`src/rtl/instr_fetch.sv`:
```
// instr_fetch: single-outstanding instruction fetch unit feeding an in-order instruction buffer.
// Optional redirect alignment check is enabled by defining IFETCH_MISALIGN_CHECK_EN.
module instr_fetch #(
  parameter logic [31:0] RESET_PC  = 32'h0000_0000,
  parameter int          BUF_DEPTH = 2
) (
  input  logic        clk,
  input  logic        reset,
  output logic        mem_req_valid,
  input  logic        mem_req_ready,
  output logic [31:0] mem_req_addr,
  input  logic        mem_rsp_valid,
  input  logic [31:0] mem_rsp_data,
  output logic        instr_valid,
  input  logic        instr_ready,
  output logic [31:0] encoded_value,
  output logic [31:0] instr_pc,
  input  logic        redirect_valid,
  input  logic [31:0] redirect_pc
`ifdef IFETCH_MISALIGN_CHECK_EN
  ,
  output logic        misaligned
`endif
);

  typedef enum logic [1:0] {
    ST_RUN   = 2'd0,
    ST_WAIT  = 2'd1,
    ST_DRAIN = 2'd2
  } state_e;

  localparam int PTR_W = $clog2(BUF_DEPTH);
  localparam int CNT_W = PTR_W + 1;
  localparam logic [CNT_W-1:0] DEPTH_C = CNT_W'(BUF_DEPTH);

  state_e           state_q, state_d;
  logic [31:0]      fetch_pc_q, fetch_pc_d;
  logic [31:0]      req_pc_q, req_pc_d;
  logic [PTR_W-1:0] head_q, head_d;
  logic [PTR_W-1:0] tail_q, tail_d;
  logic [CNT_W-1:0] count_q, count_d;
  logic [31:0]      fifo_pc_q   [BUF_DEPTH];
  logic [31:0]      fifo_data_q [BUF_DEPTH];

  logic [31:0] redir_pc_s;
  logic        block_s;
  logic        req_valid_s;
  logic        accept_s;
  logic        push_s;
  logic        pop_s;
  logic        instr_valid_s;

`ifdef IFETCH_MISALIGN_CHECK_EN
  logic misal_q, misal_d;

  assign redir_pc_s = redirect_pc;
  assign block_s    = misal_q;
  assign misaligned = misal_q;

  // A misaligned target is latched and holds off fetch until the next redirect.
  always_comb begin
    misal_d = misal_q;
    if (redirect_valid) begin
      misal_d = (redirect_pc[1:0] != 2'b00);
    end else begin
      misal_d = misal_q;
    end
  end

  always_ff @(posedge clk) begin
    if (reset) begin
      misal_q <= 1'b0;
    end else begin
      misal_q <= misal_d;
    end
  end
`else
  assign redir_pc_s = redirect_pc & 32'hFFFF_FFFC;
  assign block_s    = 1'b0;
`endif

  // Requests only issue from RUN, so "count + outstanding" reduces to count.
  assign instr_valid_s = !reset && (count_q != {CNT_W{1'b0}});
  assign req_valid_s   = !reset && (state_q == ST_RUN) && (count_q < DEPTH_C) && !block_s;
  assign accept_s      = req_valid_s && mem_req_ready;
  assign push_s        = (state_q == ST_WAIT) && mem_rsp_valid && !redirect_valid;
  assign pop_s         = instr_valid_s && instr_ready && !redirect_valid;

  // Next state: a redirect turns any in-flight request into one to drain.
  always_comb begin
    state_d = state_q;
    case (state_q)
      ST_RUN: begin
        if (accept_s) begin
          state_d = redirect_valid ? ST_DRAIN : ST_WAIT;
        end else begin
          state_d = ST_RUN;
        end
      end
      ST_WAIT: begin
        if (mem_rsp_valid) begin
          state_d = ST_RUN;
        end else if (redirect_valid) begin
          state_d = ST_DRAIN;
        end else begin
          state_d = ST_WAIT;
        end
      end
      ST_DRAIN: begin
        if (mem_rsp_valid) begin
          state_d = ST_RUN;
        end else begin
          state_d = ST_DRAIN;
        end
      end
      default: state_d = ST_RUN;
    endcase
  end

  always_comb begin
    fetch_pc_d = fetch_pc_q;
    req_pc_d   = req_pc_q;
    head_d     = head_q;
    tail_d     = tail_q;
    count_d    = count_q;
    if (accept_s) begin
      req_pc_d = fetch_pc_q;
    end else begin
      req_pc_d = req_pc_q;
    end
    if (redirect_valid) begin
      fetch_pc_d = redir_pc_s;
      head_d     = {PTR_W{1'b0}};
      tail_d     = {PTR_W{1'b0}};
      count_d    = {CNT_W{1'b0}};
    end else begin
      if (accept_s) begin
        fetch_pc_d = fetch_pc_q + 32'd4;
      end else begin
        fetch_pc_d = fetch_pc_q;
      end
      if (push_s) begin
        tail_d = tail_q + PTR_W'(1);
      end else begin
        tail_d = tail_q;
      end
      if (pop_s) begin
        head_d = head_q + PTR_W'(1);
      end else begin
        head_d = head_q;
      end
      case ({push_s, pop_s})
        2'b10:   count_d = count_q + CNT_W'(1);
        2'b01:   count_d = count_q - CNT_W'(1);
        default: count_d = count_q;
      endcase
    end
  end

  // State, pointer and buffer registers.
  always_ff @(posedge clk) begin
    if (reset) begin
      state_q    <= ST_RUN;
      fetch_pc_q <= RESET_PC;
      req_pc_q   <= 32'h0000_0000;
      head_q     <= {PTR_W{1'b0}};
      tail_q     <= {PTR_W{1'b0}};
      count_q    <= {CNT_W{1'b0}};
      for (int i = 0; i < BUF_DEPTH; i++) begin
        fifo_pc_q[i]   <= 32'h0000_0000;
        fifo_data_q[i] <= 32'h0000_0000;
      end
    end else begin
      state_q    <= state_d;
      fetch_pc_q <= fetch_pc_d;
      req_pc_q   <= req_pc_d;
      head_q     <= head_d;
      tail_q     <= tail_d;
      count_q    <= count_d;
      if (push_s) begin
        fifo_pc_q[tail_q]   <= req_pc_q;
        fifo_data_q[tail_q] <= mem_rsp_data;
      end
    end
  end

  assign mem_req_valid = req_valid_s;
  assign mem_req_addr  = fetch_pc_q;
  assign instr_valid   = instr_valid_s;
  assign encoded_value = fifo_data_q[head_q];
  assign instr_pc      = fifo_pc_q[head_q];

endmodule

```
`config.mk`:
```
export PLATFORM = sky130hd
export DESIGN_NAME = instr_fetch
export DESIGN_NICKNAME = d
export VERILOG_FILES = /design/src/rtl/instr_fetch.sv
export SDC_FILE = /design/constraint.sdc
export NUM_CORES = 1
export LEC_CHECK = 0
export ABC_AREA = 1
export CAP_MARGIN = 20
export CELL_PAD_IN_SITES_DETAIL_PLACEMENT = 2
export CELL_PAD_IN_SITES_GLOBAL_PLACEMENT = 2
export CORE_UTILIZATION = 32
export CTS_CLUSTER_DIAMETER = 150
export DETAILED_ROUTE_END_ITERATION = 6
export GPL_TIMING_DRIVEN = 0
export PLACE_DENSITY = 0.8
export SETUP_SLACK_MARGIN = 0.1
export SYNTH_ARGS = -nofsm -noshare
export SYNTH_HDL_FRONTEND = slang
export SYNTH_SLANG_ARGS = --single-unit
export TNS_END_PERCENT = 5
```
`constraint.sdc`:
```
create_clock -name clk -period 4.5 [get_ports clk]
set_input_delay 1.125 -clock clk [delete_from_list [all_inputs] [get_ports clk]]
set_output_delay 1.125 -clock clk [all_outputs]
set_load 0.05 [all_outputs]
```
==> results of run 1 <==
cell families (layout without fill, tap and decap cells):
kind of cell	count (synthesis)	after routing	share of synthesized area
other	1	4	0.0004236
and+or+nand+nor	379	379	0.1765
muxes	62	62	0.07887
xor gates and xnor gates	13	13	0.01286
DFF	191	191	0.5722
adders and majority gates	2	2	0.002826
buffers and inverters	165	355	0.08650
AOI/OAI and AO/OA	121	121	0.06982
through the flow:
| step | total power, W | setup TNS [ns] | cell area, um^2 |
|---|---|---|---|
| after CTS | 0.004024 | 0 | 11470 |
| after floorplan | 0.002308 | 0 | 8864 |
| after detailed placement | 0.002523 | 0 | 10900 |
| after global placement | 0.002507 | -60.08 | 10880 |
| final | 0.003983 | 0 | 11470 |
| after global routing | 0.004125 | 0 | 11470 |
critical path: cells and delay by family:
family | cells | cell delay [ns]
buf+inv | 3 | 1.29
compound gates | 1 | 0.35
worst min path at each step:
stage	start	endpoint	slack, ns	depth (start not counted)
after floorplan	req_pc_q[21]	req_pc_q[21]	0.45	2
after global placement	req_pc_q[14]	req_pc_q[14]	0.47	2
after detailed placement	req_pc_q[14]	req_pc_q[14]	0.48	2
after CTS	head_q	head_q	0.49	2
after global routing	req_pc_q[8]	req_pc_q[8]	0.53	2
final	head_q	head_q	0.49	2
cell usage in the layout (no fill, tap or decap), types with 8 or more instances in the layout:
cell type	netlist	routed
a21oi_1	59	59
a31oi_1	10	10
buf_2	10	10
buf_6	15	15
clkbuf_1	16	16
clkbuf_16	0	17
clkdlybuf4s50_1	0	159
dfxtp_1	67	67
edfxtp_1	124	124
inv_1	116	116
mux2_2	62	62
nand2_1	164	162
nand3_1	19	19
nor2_1	174	174
nor2_2	8	8
o21ai_0	52	52
xor2_1	8	8
power by group through the flow:
stage	clock network, W	logic [W]	registers, W
CTS	0.00153	0.000505	0.00199
global route	0.00160	0.000534	0.00199
detailed placement	0	0.000499	0.00202
floorplan	0	0.000247	0.00206
global placement	0	0.000484	0.00202
finish	0.00150	0.000497	0.00198
layer usage:
layer | part of all wire | routed length, um | global-route usage | vias to the layer above
met1 | 0.44 | 11630 | 0.2346 | 3466
met4 | 0.017 | 448 | 0.05652 | 0
met2 | 0.52 | 13880 | 0.3567 | 140
met5 | 0 | 0 | 0 | -
li1 | - | - | - | 3376
met3 | 0.024 | 650 | 0.02374 | 25
sequential cells by signal (all words and copies together) (netlist names), named ones only:
register	flops
count_q	2
fifo_data_q	64
fifo_pc_q	60
head_q	1
mem_req_addr	30
req_pc_q	30
state_q	2
tail_q	1
final cells by class:
cell class                      count  area share
Clock buffer                       17     0.03710
Clock inverter                     14     0.01255
Timing Repair Buffer              159      0.1388
Inverter                          119     0.03918
Sequential cell                   191      0.4417
Buffer                             46     0.02761
Multi-Input combinational cell    581      0.2658
Tap cell                          341     0.03721
==> impl_results.md, run 1 <==
- Status: completed
- GR Overflow Total: 0
- Post-synthesis async set-or-reset flop share: 0
- Area of the multi-input gates: approximately 0.0030 mm^2
- Die Wd: 168.3 um
- Final Hold Fails: 0
- DR vias/cell: 4.773
- Port Buf Inserts: 159
- Sequential power share: 0.498
- CTS tree: done
- Hold buffers post-CTS: 0
- Switching share of power: 0.2740
- Die Y: 168.3 um
- Leak Pwr: 4.355 nW
- Setup ws final: 0.5965 ns
- Comb pwr share: 0.125
- Synth Cell Area: 0.008852 mm^2
- CP max stage cell: clkdlybuf4s50_1
- Startpoint types: primary input
- Relative slew slack: 0.3799
- Largest net degree at the start of global routing: 63
- Yosys Warn Count: 0
- Placement Setup Slack: 0.6429 ns
- Worst hold path type: flop to flop
- Most frequent cells after synthesis: nor2_1 (174), nand2_1 (164), edfxtp_1 (124)
- RSZ-0062 raised after global routing: no
- Hold WS: slightly below 0.5 ns
- Worst Tran Pin Value: 0.9302 ns
- Number of DRC markers in iteration 0: 308
- R2R setup slack: 2.05 ns
- VDD IR max: 0.0002694 V
- Top FF cell, synth: edfxtp_1
- Yosys cell types: 29
- Post-route ant nets: 0
- Final HPWL DP: 19.16 mm
- Final Critical Period: approximately 4 ns
- R2R cell count: 5
- Kind of critical path: primary input to output pin
- Peak Freq: 256.2 MHz
- Clock share of power: 0.377
- Detailed-route DRC error count: 0
- Seq. cell area: 0.005065 mm^2
- Synth-to-layout area growth: 29.53%
- Initial antenna violation count: 0
- Crit. End Element: output pin
- WL final: between 20 and 30 mm
- Ant diodes: 0
- Crit path from: reset
- P_int: 0.002892 W
- Clock skew: 0.01460 ns
- Fin util: 0.4243
- Clock sink total: 191
- Wire length per cell: approximately 18 um
- Yosys top cell by area: edfxtp_1
- Nets: 1187
- Post-CTS resize count: 0
- Total number of vias: 7007
- Finished Layout Cells: 1468
- Req. time, crit path: 3.38 ns
- Syn_area_per_cell: 9.478 um^2
- Share of the synthesized area in the top cell type: 0.4206
- GRT Util Overall: 0.1935
- Mapped Cells: 934
- WP data arrival: 2.78 ns
- EDFF count, synth: 124
- Synth area leaders: edfxtp_1 (42%), dfxtp_1 (15%), mux2_2 (7.9%)
- R2R Path End: fifo_data_q[0][17]
- Final Slew Violations: 0
- Root buf cell: clkbuf_16
- Net switching power: 0.001092 W
- Die ar.: 0.02833 mm^2
- Clock Pin Slew Worst Setup and Hold Paths: 0.07 ns
- Worst-Skew Late Latency: 0.44 ns
- CP cell instances: buf_6, clkbuf_1, a21oi_1, clkdlybuf4s50_1
- GP Congestion: around 0.79
- Post-CTS setup buffers: 0
- PwrDens: 347.4 mW/mm^2
- Max cap viols: 0
- Placed insts: 1437
- Global-route wire length before repair: 42.20 mm
- Worst setup path endpoint: instr_valid
- Flops & latches, synth: ~190
- H-tree depth: 4
- Longest Clk Path Bufs: 2
- Initial Util: 0.3275
- Register area share after synthesis: 0.5722
- Worst-path fanout max: 10
- Layout cells sized above 1: 0.1313
- Core Rows: 60
- # fillers: 2954
- Period utilization: 0.8674
- RR Startpoint: state_q[0]
- Ports: 168
- Number of global-route vias before repair: 7642
- Total core area: 0.02703 mm^2
- Top-count cell post-synth: nor2_1
- Drt first pass iters: 7
- Clock buffer count from CTS: 17
- Worst path max stage delay: between 0.8 and 0.9 ns
- Final setup vio count: 0
No activity file was read; power rests on OpenSTA's default activity.
==> run 2: changes to the inputs <==
--- a/config.mk
+++ b/config.mk
@@ -9,11 +9,12 @@
 export CAP_MARGIN = 20
 export CELL_PAD_IN_SITES_DETAIL_PLACEMENT = 2
 export CELL_PAD_IN_SITES_GLOBAL_PLACEMENT = 2
-export CORE_UTILIZATION = 32
+export CORE_UTILIZATION = 39
 export CTS_CLUSTER_DIAMETER = 150
 export DETAILED_ROUTE_END_ITERATION = 6
+export DONT_BUFFER_PORTS = 1
 export GPL_TIMING_DRIVEN = 0
-export PLACE_DENSITY = 0.8
+export PLACE_DENSITY = 0.79
 export SETUP_SLACK_MARGIN = 0.1
 export SYNTH_ARGS = -nofsm -noshare
 export SYNTH_HDL_FRONTEND = slang
==> run 2 against run 1 <==
The flow now finishes with violations (DRC). Highest routed layer unchanged. Clock power about the same. Routed wire length unchanged. Flip-flop and latch count unchanged. Critical path type unchanged.
==> impl_results.md, run 2 (synthesis results as in run 1) <==
- Status: finished, violations left
- Failing checks: DRC
- Drt first pass iters: 7 (unchanged)
- Switching share of power: 0.2824 (+0.008337)
- Placed insts: 1217 (-15%)
- Die ar.: 0.02331 mm^2 (-18%)
- Initial antenna violation count: 0 (unchanged)
- Peak Freq: 272.0 MHz (+6.2%)
- Kind of critical path: primary input to output pin
- Nets: 1028 (-13%)
- Worst-path fanout max: 10 (unchanged)
- Req. time, crit path: 3.38 ns (about the same)
- Detailed-route DRC error count: 11 (+11)
- VDD IR max: 0.0002228 V (-17%)
- Final setup vio count: 0 (unchanged)
- WHS Endpoint: head_q
- H-tree depth: 4 (unchanged)
- Clock sink total: 191 (unchanged)
- R2R setup slack: 2.08 ns (+0.03 ns)
- Post-route ant nets: 0 (unchanged)
- Crit. End Element: output pin
- R2R Path End: fifo_data_q[0][30]
- Net switching power: 0.001099 W (+0.67%)
- GP Congestion: 0.7957 (+1.2%)
- Period utilization: 0.8170 (-0.05045)
- Post-CTS resize count: 0 (unchanged)
- Wire length per cell: 21.30 um (+18%)
- PwrDens: 396.5 mW/mm^2 (+14%)
- Worst Tran Pin Value: 1.089 ns (+0.1593 ns)
- Final Slew Violations: 0 (unchanged)
- DR vias/cell: 5.177 (+8.5%)
- Total core area: 0.02203 mm^2 (-19%)
- Top reg by flops: fifo_data_q
- R2R cell count: 5 (unchanged)
- Placement Setup Slack: 0.7920 ns (+0.1491 ns)
- Port Buf Inserts: 0 (-100%)
- Largest net degree at the start of global routing: 63 (unchanged)
- Startpoint types: primary input
- Leak Pwr: 3.760 nW (-14%)
- Core Rows: 54 (-10%)
- Clock Pin Slew Worst Setup and Hold Paths: 0.07 ns (about the same)
- Most frequent cells in the layout: nor2_1 (174), nand2_1 (162), edfxtp_1 (124)
- P_int: 0.002793 W (-3.4%)
- Max cap viols: 0 (unchanged)
- GR Overflow Total: 0 (unchanged)
- Worst-Skew Late Latency: 0.43 ns (about the same)
- Die Y: 152.7 um (-9.3%)
- CTS tree: done
- Synth-to-layout area growth: 10.86%
- Total number of vias: 6466 (-7.7%)
- WP data arrival: 2.55 ns (-0.23 ns)
- Ant diodes: 0 (unchanged)
- Clock buffer count from CTS: 17 (unchanged)
- Min-Delay Path Depth: 2 (unchanged)
- Hold buffers post-CTS: 0 (unchanged)
- Ports: 168 (unchanged)
- Crit path from: reset
- Global-route wire length before repair: 41.19 mm (-2.4%)
- Initial Util: 0.4019 (+0.07435)
- Leading cell type in the layout, fill and taps excluded: nor2_1
- Number of global-route vias before repair: 7113 (-6.9%)
- Sequential power share: 0.525 (+0.027)
- Total negative slack: 0 ns (unchanged)
- Root buf cell: clkbuf_16
- Number of DRC markers in iteration 0: 211 (-31%)
- Hold Path Origin: head_q
- Biggest regs: fifo_data_q (64), fifo_pc_q (60)
- Clock share of power: 0.393 (+0.016)
- GRT Util Overall: 0.2329 (+0.03949)
- RSZ-0062 raised after global routing: no
- Longest Clk Path Bufs: 2 (unchanged)
- Finished Layout Cells: 1249 (-15%)
- Die Wd: 152.7 um (-9.3%)
- Layout cells sized above 1: 0.1538 (+0.02244)
- Worst hold path type: flop to flop
- WL final: 26.60 mm (unchanged)
- RR Startpoint: state_q[0]
- Setup ws final: 0.8235 ns (+0.2270 ns)
- Clock skew: 0.008876 ns (-0.005719 ns)
- Final Hold Fails: 0 (unchanged)
- Post-CTS setup buffers: 0 (unchanged)
- Final HPWL DP: 18.37 mm (-4.2%)
- Final Critical Period: 3.676 ns (-0.2270 ns)
- Hold WS: 0.5006 ns (+0.006591 ns)
- Comb pwr share: 0.082 (-0.043)
- Relative slew slack: 0.2760 (-0.1039)
- Max reg flops: 64 (unchanged)
[run 2: cell types whose count changed in the layout (fill, tap and decap cells not counted)]
cell,change
clkinv_2,-1
nor3_2,+1
inv_6,-3
clkinv_4,+3
clkbuf_1,+1
inv_8,+1
nor3_1,-1
clkdlybuf4s50_1,-159
[run 2: final cells by class]
class                      count  area (um^2)
sequential                   191         5065
clock inverter                14        150.1
tap                          280        350.3
fill                        2378        12210
clock buffer                  18        429.2
buffer                        46        316.6
inverter                     119        449.2
multi-input combinational    581         3053
[run 2: how the worst max path moves through the flow]
stage | end | slack [ns] | cells past startpoint
floorplan | fifo_data_q[0][0] | 0.76 | 7
global placement | fifo_data_q[0][27] | -0.24 | 7
detailed placement | instr_valid | 0.79 | 3
CTS | instr_valid | 0.81 | 3
global route | instr_valid | 0.80 | 3
finish | instr_valid | 0.82 | 3
[run 2: metrics by stage]
step | area, um^2 | utilization | total power [W]
CTS | 9813 | 0.4455 | 0.003919
floorplan | 8864 | - | 0.002308
detailed placement | 9234 | 0.4192 | 0.002398
finish | 9813 | 0.4455 | 0.003891
global route | 9813 | 0.4455 | 0.004014
global placement | 9214 | 0.4183 | 0.002381
[run 2: power groups by stage]
stage	registers, W	clock network, W	logic, W
after floorplan	0.00206	0	0.000247
after global placement	0.00208	0	0.000302
after detailed placement	0.00208	0	0.000314
after CTS	0.00205	0.00155	0.000322
after global routing	0.00205	0.00162	0.000345
final	0.00204	0.00153	0.000317
[run 2: metal layers]
layer  global-route usage  up-vias  wire (um)
li1                     -     3058          -
met1               0.2726     3241      10980
met2               0.4334      150      14080
met3              0.04636       17       1230
met4              0.05724        0        310
met5                    0        -          0
[run 2: critical path: stages]
cell and delay, ns:
buf_6 0.12, clkbuf_1 0.34, a21oi_1 0.96
==> run 3: changes to the inputs <==
--- a/config.mk
+++ b/config.mk
@@ -9,12 +9,12 @@
 export CAP_MARGIN = 20
 export CELL_PAD_IN_SITES_DETAIL_PLACEMENT = 2
 export CELL_PAD_IN_SITES_GLOBAL_PLACEMENT = 2
-export CORE_UTILIZATION = 39
+export CORE_UTILIZATION = 35
 export CTS_CLUSTER_DIAMETER = 150
 export DETAILED_ROUTE_END_ITERATION = 6
 export DONT_BUFFER_PORTS = 1
 export GPL_TIMING_DRIVEN = 0
-export PLACE_DENSITY = 0.79
+export PLACE_DENSITY = 0.75
 export SETUP_SLACK_MARGIN = 0.1
 export SYNTH_ARGS = -nofsm -noshare
 export SYNTH_HDL_FRONTEND = slang
==> constraint.sdc (replaced) <==
create_clock -name clk -period 3 [get_ports clk]
set_input_delay 0.75 -clock clk [delete_from_list [all_inputs] [get_ports clk]]
set_output_delay 0.75 -clock clk [all_outputs]
set_load 0.05 [all_outputs]
==> run 3 against run 2 <==
The flow now finishes without violations. Non-clock buffer count is 2 higher. Setup slack lost 0.55 ns. Critical path depth unchanged. Clock skew grew 0.0028 ns. Design area rose by 0.82%. Clock-buffer cell count did not move. Largest power group unchanged. Routed wire length fell by 7.8%. Critical endpoint is now instr_pc[19]. Highest routed layer unchanged. Worst hold slack lost 0.022 ns.
==> impl_results.md, run 3 (synthesis results as in run 1) <==
- Post-route ant nets: 0 (unchanged)
- Die Y: 161.0 um (+5.5%)
- GP Congestion: 0.7815 (-1.8%)
- Switching share of power: 0.2786 (-0.003729)
- Clock Pin Slew Worst Setup and Hold Paths: 0.08 ns (about the same)
- GRT Util Overall: 0.1957 (-0.03721)
- Hold Path Origin: redirect_pc[3]
- Root buf cell: clkbuf_16
- Most frequent cells in the layout: nor2_1 (174), nand2_1 (162), edfxtp_1 (124)
- Worst path depth: 3 (unchanged)
- Net switching power: 0.001624 W (+48%)
- Metal3 WL: 1.033 mm (-16%)
- WL final: 24.54 mm (-7.8%)
- Hold buffers post-CTS: 0 (unchanged)
- Startpoint types: flop
- CP cell instances: clkbuf_1, buf_2, mux2_2
- Clock skew: 0.01167 ns (+0.002794 ns)
- Leak Pwr: 3.780 nW (+0.54%)
- Peak Freq: between 300 and 400 MHz
- Layout cells sized above 1: 0.1555 (+0.001743)
- Die ar.: 0.02593 mm^2 (+11%)
- Die Wd: 161.0 um (+5.5%)
- Ant diodes: 0 (unchanged)
- Worst hold path type: primary input to flop
- Initial Util: 0.3608 (-0.04108)
- CP max stage cell: mux2_2
- RR Startpoint: state_q[0]
- Detail Route met2 WL: 12.05 mm (-14%)
- Clock sink total: 191 (unchanged)
- CP delay by family, top: buffers and inverters
- Relative slew slack: 0.3846 (+0.1086)
- Global-route wire length before repair: 38.85 mm (-5.7%)
- VDD IR max: 0.0002936 V (+32%)
- Initial antenna violation count: 0 (unchanged)
- Worst-path fanout max: 10 (unchanged)
- Worst setup path endpoint: instr_pc[19]
- Worst path max stage delay: 0.52 ns (-0.44 ns)
- Final setup vio count: 0 (unchanged)
- Drt first pass iters: 4 (-3)
- Nets: 1030 (+0.19%)
- CTS tree: done
- Fin util: 0.4033 (-0.04227)
- Worst-Skew Late Latency: 0.43 ns (about the same)
- RSZ-0062 raised after global routing: no
- Placement Setup Slack: 0.03314 ns (-0.7589 ns)
- Synth-to-layout area growth: 11.76%
- Finished Layout Cells: 1295 (+3.7%)
- Max cap viols: 0 (unchanged)
- Req. time, crit path: 2.25 ns (-1.13 ns)
- Final Slew Violations: 0 (unchanged)
- DR vias/cell: 4.910 (-5.1%)
- Crit path buf inv count: 2 (unchanged)
- Met1 wire length: 11.04 mm (+0.47%)
- WP data arrival: 1.98 ns (-0.57 ns)
- Comb pwr share: 0.080 (-0.002)
- Wire length per cell: 18.95 um (-11%)
- Crit. End Element: output pin
- Sequential power share: 0.525 (about the same)
- Period utilization: 0.9085
- Status: completed
- Final Hold Fails: 0 (unchanged)
- Final Critical Period: 2.725 ns
- Port Buf Inserts: 0 (unchanged)
- Core Rows: 57 (+5.6%)
- H-tree depth: 4 (unchanged)
- Final HPWL DP: 17.77 mm (-3.2%)
- R2R Path End: fifo_data_q[0][17]
- Total number of vias: 6359 (-1.7%)
- P_int: 0.004204 W (+51%)
- Clock buffer count from CTS: 17 (unchanged)
- Largest net degree at the start of global routing: 63 (unchanged)
- Total negative slack: 0 ns (unchanged)
- R2R setup slack: 0.63 ns (-1.45 ns)
- Kind of critical path: flop to output pin
- Max reg flops: 64 (unchanged)
- Max layer used: met4
- R2R cell count: 5 (unchanged)
- Post-CTS setup buffers: 0 (unchanged)
- GR Overflow Total: 0 (unchanged)
- Number of global-route vias before repair: 6923 (-2.7%)
- Placed insts: 1263 (+3.8%)
- Setup ws final: 0.2746 ns (-0.5489 ns)
- Ports: 168 (unchanged)
- Detailed-route DRC error count: 0 (-11)
- Post-CTS resize count: 0 (unchanged)
- Number of DRC markers in iteration 0: 315 (+49%)
- Longest Clk Path Bufs: 2 (unchanged)
- Total core area: 0.02453 mm^2 (+11%)
- Leading cell type in the layout, fill and taps excluded: nor2_1
- Clock share of power: 0.394 (about the same)
- Top reg by flops: fifo_data_q
- PwrDens: 589.0 mW/mm^2 (+49%)
- Biggest regs: fifo_data_q (64), fifo_pc_q (60)
- Worst Tran Pin Value: 0.9231 ns (-0.1664 ns)
run 3: cell type report:
type                            instances  area [um^2]
Fill cell                            2721        14640
Sequential cell                       191         5065
Multi-Input combinational cell        581         3053
Inverter                              119        449.2
Clock buffer                           18        429.2
Tap cell                              324        405.4
Buffer                                 46        316.6
Clock inverter                         14        156.4
Timing Repair Buffer                    2        18.77
run 3: layer usage:
metal	track usage	vias up
li1	-	3064
met1	0.2461	3123
met2	0.3372	145
met3	0.04058	27
met4	0.05875	0
met5	0	-
run 3: per-stage QoR:
stage	instance area, um^2	hold slack [ns]	power, W
after CTS	9893	0.4611	0.005898
final	9893	0.4789	0.005827
after global placement	9271	0.4670	0.003574
after floorplan	8866	0.4496	0.003460
after global routing	9893	0.4720	0.006048
after detailed placement	9308	0.4810	0.003598
run 3: power groups by stage:
stage / combinational, W / clock, W / sequential [W]
floorplan: 0.000371 / 0 / 0.00309
global placement: 0.000456 / 0 / 0.00312
detailed placement: 0.000474 / 0 / 0.00312
CTS: 0.000479 / 0.00236 / 0.00306
global route: 0.000516 / 0.00246 / 0.00308
finish: 0.000469 / 0.00230 / 0.00306
run 3: how the worst min path moves through the flow:
stage | end | cells after the start
final | mem_req_addr[3] | 2
after global routing | mem_req_addr[2] | 2
after CTS | mem_req_addr[3] | 2
after detailed placement | req_pc_q[6] | 2
after global placement | req_pc_q[14] | 2
after floorplan | req_pc_q[21] | 2
==> edit 1, RTL diff (config.mk and constraints of run 1) <==
The option `IFETCH_MISALIGN_CHECK_EN` is turned on by a define.
--- a/src/rtl/instr_fetch.sv
+++ b/src/rtl/instr_fetch.sv
@@ -2,2 +2,4 @@
 // Optional redirect alignment check is enabled by defining IFETCH_MISALIGN_CHECK_EN.
+`define IFETCH_MISALIGN_CHECK_EN
+
 module instr_fetch #(
Behaviour (old outputs only; new: misaligned): not the same (Yosys sat finds a counterexample within 4 cycles, from zero or initial values and one cycle with reset high).
==> edit 1 against run 1 <==
  * Setup slack lost 0.33 ns
  * Area after synthesis grew 3.1%
  * Clock power barely moved
  * Design area is 3.8% higher
  * Sequential cell count grew 9
  * First-iteration DRC count is 6.2% lower
  * Power rose by 3.2%
  * Wire length is 7.3% higher
  * Critical path type unchanged
  * Largest cell class unchanged
  * Largest power group unchanged
==> edit 1: results (changes against run 1) <==
- Status: finished clean
- Worst reg2reg path endpoint: fifo_pc_q[0][29]
- Mux cell area share after synthesis: 7.90% (+0.012 points)
- Most frequent cells after synthesis: 173 x nor2_1, 147 x nand2_1, 128 x edfxtp_1
- Final WL: 28.5 mm (+7.3%)
- HPWL after detailed placement: 21.2 mm (+11%)
- Sequential share of the synthesized area: 57.9% (+0.71 points)
- Maximum vdd drop: 0.000246 V (-8.7%)
- Synth Area in XOR/XNOR: 0.0960% (-1.2 points)
- Leakage power: 0.00452 µW (+3.8%)
- Post-Place Setup Slack: -0.277 ns (-0.920 ns)
- Adder-Cell Fraction of Synth Area: 0.274% (-0.0084 points)
- Regs by FF count: fifo_data_q x64, fifo_pc_q x64
- Worst R2R Setup Slack: 2.27 ns (+0.22 ns)
- DR vias: 7312 (+4.4%)
- Worst-Margin Slew: 0.714 ns (-0.216 ns)
- Fill count: 3107 (+5.2%)
- Reg2reg start: state_q[1]
- Detailed Route Iter0 Violations: 289 (-6.2%)
- Yosys cell types: 30 (+3.4%)
- Layout Skew: 0.0144 ns (-0.000178 ns)
- Number of synthesized flops with an enable pin: 128 (+3.2%)
- R2r worst-path depth: 8 (+3)
- WP data arrival: 3.11 ns (+0.33 ns)
- Compound-Gate Fraction of Synth Area: 7.30% (+0.31 points)
- Largest net degree at the start of global routing: 47 (-25%)
- Crit-path max cell delay: 0.57 ns (-0.29 ns)
- Gpl congestion: 0.822 (+4.6%)
- Share of cells above drive strength 1: 12.4% (-0.73 points)
==> edit 1: worst register-to-register path, cell delays in order (launching register included) <==
cell and delay [ns]:
dfxtp_1 0.35, nor2_4 0.11, nand3_1 0.15, inv_1 0.13
nand3_1 0.12, buf_2 0.23, buf_2 0.23, nand2_4 0.29
buf_16 0.31
==> edit 1: power breakdown <==
| group | leakage [µW] | internal (µW) | switching (µW) | total, µW |
|---|---|---|---|---|
| Clock | 0.000280 | 763 | 736 | 1500 |
| Sequential | 0.00192 | 2020 | 55.9 | 2080 |
| Combinational | 0.00232 | 194 | 341 | 535 |
| Total | 0.00452 | 2980 | 1130 | 4110 |
==> edit 1: worst min-delay path by stage <==
stage                            endpoint  cells past startpoint  slack [ns]            start
after floorplan              req_pc_q[10]                      2        0.45     req_pc_q[10]
after global routing      mem_req_addr[1]                      2        0.51  mem_req_addr[1]
after CTS                 mem_req_addr[1]                      2        0.47  mem_req_addr[1]
after detailed placement  mem_req_addr[1]                      2        0.46  mem_req_addr[1]
after global placement    mem_req_addr[1]                      2        0.46  mem_req_addr[1]
final                     mem_req_addr[1]                      2        0.46  mem_req_addr[1]
==> edit 1: repair_timing <==
| item | in CTS | in global routing |
|---|---|---|
| gates resized for setup | 2 | 0 |
| endpoints found under the setup margin | 1 | 0 |
| setup buffers | 0 | 0 |
==> edit 1: area by class of cell <==
type / count / area (µm²) / share of cell area (%)
Timing Repair Buffer: 169 / 1730 / 14.5
Clock buffer: 20 / 458 / 3.85
Sequential cell: 200 / 5290 / 44.4
Buffer: 47 / 292 / 2.45
Multi-Input combinational cell: 598 / 3100 / 26.1
Tap cell: 378 / 473 / 3.97
Antenna cell: 1 / 2.50 / 0.0210
Clock inverter: 12 / 104 / 0.872
Inverter: 123 / 462 / 3.88
==> edit 1: logic make-up (layout without fill, tap and decap cells) <==
family,Yosys count,count (layout)
buffers and inverters,170,371
AO/OA/AOI/OAI,128,128
adder cells (fa/ha/maj),2,2
XOR/XNOR,1,1
other,0,1
multiplexers,64,64
AND/OR/NAND/NOR,403,403
flip-flops,200,200
==> edit 1: through the flow <==
stage               instances  cell area, µm²  util, %
floorplan                 968            9120        -
global placement         1513           11300     40.3
detailed placement       1515           11300     40.6
CTS                      1547           11900     42.6
global route             1547           11900     42.6
finish                   1548           11900     42.6
==> edit 1: per-layer routing <==
| metal | vias up | track usage (%) | wire length [µm] |
|---|---|---|---|
| li1 | 3549 | - | - |
| met4 | 0 | 4.50 | 377 |
| met2 | 144 | 37.2 | 14700 |
| met5 | - | 0 | 0 |
| met1 | 3596 | 24.3 | 12300 |
| met3 | 23 | 4.00 | 1230 |
==> edit 2, RTL diff (flow settings as in run 1) <==
Without the edit above. Encoding of `state_e`: now one-hot (3 bits for 3 states).
--- a/src/rtl/instr_fetch.sv
+++ b/src/rtl/instr_fetch.sv
@@ -25,6 +25,6 @@
 
-  typedef enum logic [1:0] {
-    ST_RUN   = 2'd0,
-    ST_WAIT  = 2'd1,
-    ST_DRAIN = 2'd2
+  typedef enum logic [2:0] {
+    ST_RUN   = 3'b001,
+    ST_WAIT  = 3'b010,
+    ST_DRAIN = 3'b100
   } state_e;
Formal check against the unedited RTL: no difference found for any inputs over 4 cycles, from zero or initial values and one cycle with reset high; so few cycles prove little.
==> edit 2 against run 1 <==
  * Sequential share of layout area up 0.40 points
  * Setup slack better by 0.080 ns
  * Sequential cell count up 1
  * Wire length down 1.6%
  * Power down 0.71%
  * Maximum frequency up 2.1%
  * Hold slack worse by 0.0056 ns
  * Area after synthesis down 0.54%
  * Core utilization down 0.10 points
  * Design area down 0.51%
  * Synthesized cell count down 0.32%
  * Critical endpoint is now mem_req_valid
==> edit 2: results (changes against run 1) <==
- Worst-path clk slew: 0.07 ns (about the same)
- Mux cell area share after synthesis: 7.93% (+0.043 points)
- DRT Pass-1 Iters: 4 (-3)
- Status: finished clean
- Skew-Pair Late Insertion Delay: 0.44 ns (about the same)
- Slew Limit Fails: 0 (unchanged)
- Regs by FF count: fifo_data_q x64, fifo_pc_q x60
- Final WL: 26.2 mm (-1.6%)
- Clock buffer count from CTS: 17 (unchanged)
- Area contributors post-synth: edfxtp_1 42%, dfxtp_1 15%, mux2_2 7.9%, nor2_1 7.4%, nand2_1 6.1%
- Synth Area in XOR/XNOR: 1.39% (+0.11 points)
- N_diodes: 0 (unchanged)
- CTS max path bufs: 2 (unchanged)
- Initial antenna violation count: 0 (unchanged)
- First-pass GRT wire length: 41.5 mm (-1.6%)
- Leakage power: 0.00433 µW (-0.60%)
- Sequential share of the synthesized area: 57.8% (+0.54 points)
- Avg Inst Size Synth: 9.46 µm² (-0.22%)
- Yosys cell types: 33 (+14%)
- CTS Root Cell: clkbuf_16
- Detailed Route Iter0 Violations: 297 (-3.6%)
- Post-synth top flop: edfxtp_1
- Vias in the first global route: 7637 (-0.065%)
- Adder-Cell Fraction of Synth Area: 0.284% (+0.0015 points)
- GRT Util Overall: 19.2% (-0.12 points)
- Placed insts: 1435 (-0.14%)
- # port buffers: 160 (+0.63%)
- WP data arrival: 2.70 ns (-0.08 ns)
- Number of synthesized flops with an enable pin: 124 (unchanged)
- Final Net Count: 1185 (-0.17%)
- Share of cells above drive strength 1: 13.7% (+0.56 points)
- Vias per inst: 4.74 (-0.69%)
- Most frequent cells after synthesis: 174 x nor2_1, 144 x nand2_1, 124 x edfxtp_1
- Post-Place Setup Slack: 0.627 ns (-0.0164 ns)
- Gpl congestion: 0.775 (-1.5%)
- Layout Skew: 0.00964 ns (-0.00495 ns)
- Compound-Gate Fraction of Synth Area: 7.53% (+0.55 points)
- Final ANT Viol Nets: 0 (unchanged)
- Worst-Margin Slew: 0.917 ns (-0.0134 ns)
- CTS resizes: 0 (unchanged)
- Largest net degree at the start of global routing: 63 (unchanged)
- Crit-path max cell delay: 0.85 ns
- Wire length per cell: 17.9 µm (-1.4%)
- HPWL after detailed placement: 19.2 mm (about the same)
- Maximum vdd drop: 0.000240 V (-11%)
==> edit 2: cell types whose count changed in the layout (fill, tap and decap cells not counted), moves of 2 or more <==
| cell | delta |
|---|---|
| clkinv_4 | +2 |
| clkbuf_1 | -8 |
| xnor2_1 | -2 |
| clkinvlp_4 | -3 |
| nand2_1 | -20 |
| inv_1 | +3 |
| o21ai_0 | +10 |
| a21oi_1 | +4 |
| clkbuf_2 | +2 |
| a31oi_1 | -4 |
| buf_2 | +17 |
| buf_6 | -12 |
| xor2_1 | +3 |
==> edit 2: layout make-up <==
class                      count  area (µm²)
fill                        2916       15500
sequential                   192        5080
multi-input combinational    575        3040
timing repair buffer         160        1600
inverter                     122         458
tap                          341         427
clock buffer                  17         425
buffer                        45         246
clock inverter                14         123
==> edit 2: metrics by stage <==
step / cell area [µm²] / total power, µW
after CTS: 11400 / 3990
after global placement: 10800 / 2540
after detailed placement: 10900 / 2560
after global routing: 11400 / 4090
final: 11400 / 3950
after floorplan: 8820 / 2330
==> edit 2: critical path, delay by kind of cell <==
family	cells	cell delay (ns)
buffers and inverters	3	1.30
AND/OR/NAND/NOR	1	0.27
==> edit 2: worst paths after layout <==
kind / start / to / slack (ns) / cells after the start
setup / recovery: reset / mem_req_valid / 0.68 / 4
hold / removal: req_pc_q[17] / req_pc_q[17] / 0.49 / 2
hold reg to reg: req_pc_q[17] / req_pc_q[17] / 0.49 / 2
setup reg to reg: state_q[1] / fifo_pc_q[0][5] / 1.90 / 7
==> edit 2: per-layer routing <==
metal	vias to the layer above	wire, µm	global-route usage [%]
li1	3379	-	-
met1	3402	11700	23.6
met2	146	13400	35.1
met3	22	864	3.03
met4	0	314	4.75
met5	-	0	0
==> edit 2: where the power goes <==
group	internal, µW	total [µW]	switching [µW]
Sequential	1950	2000	53.2
Clock	727	1440	714
Combinational	181	514	333
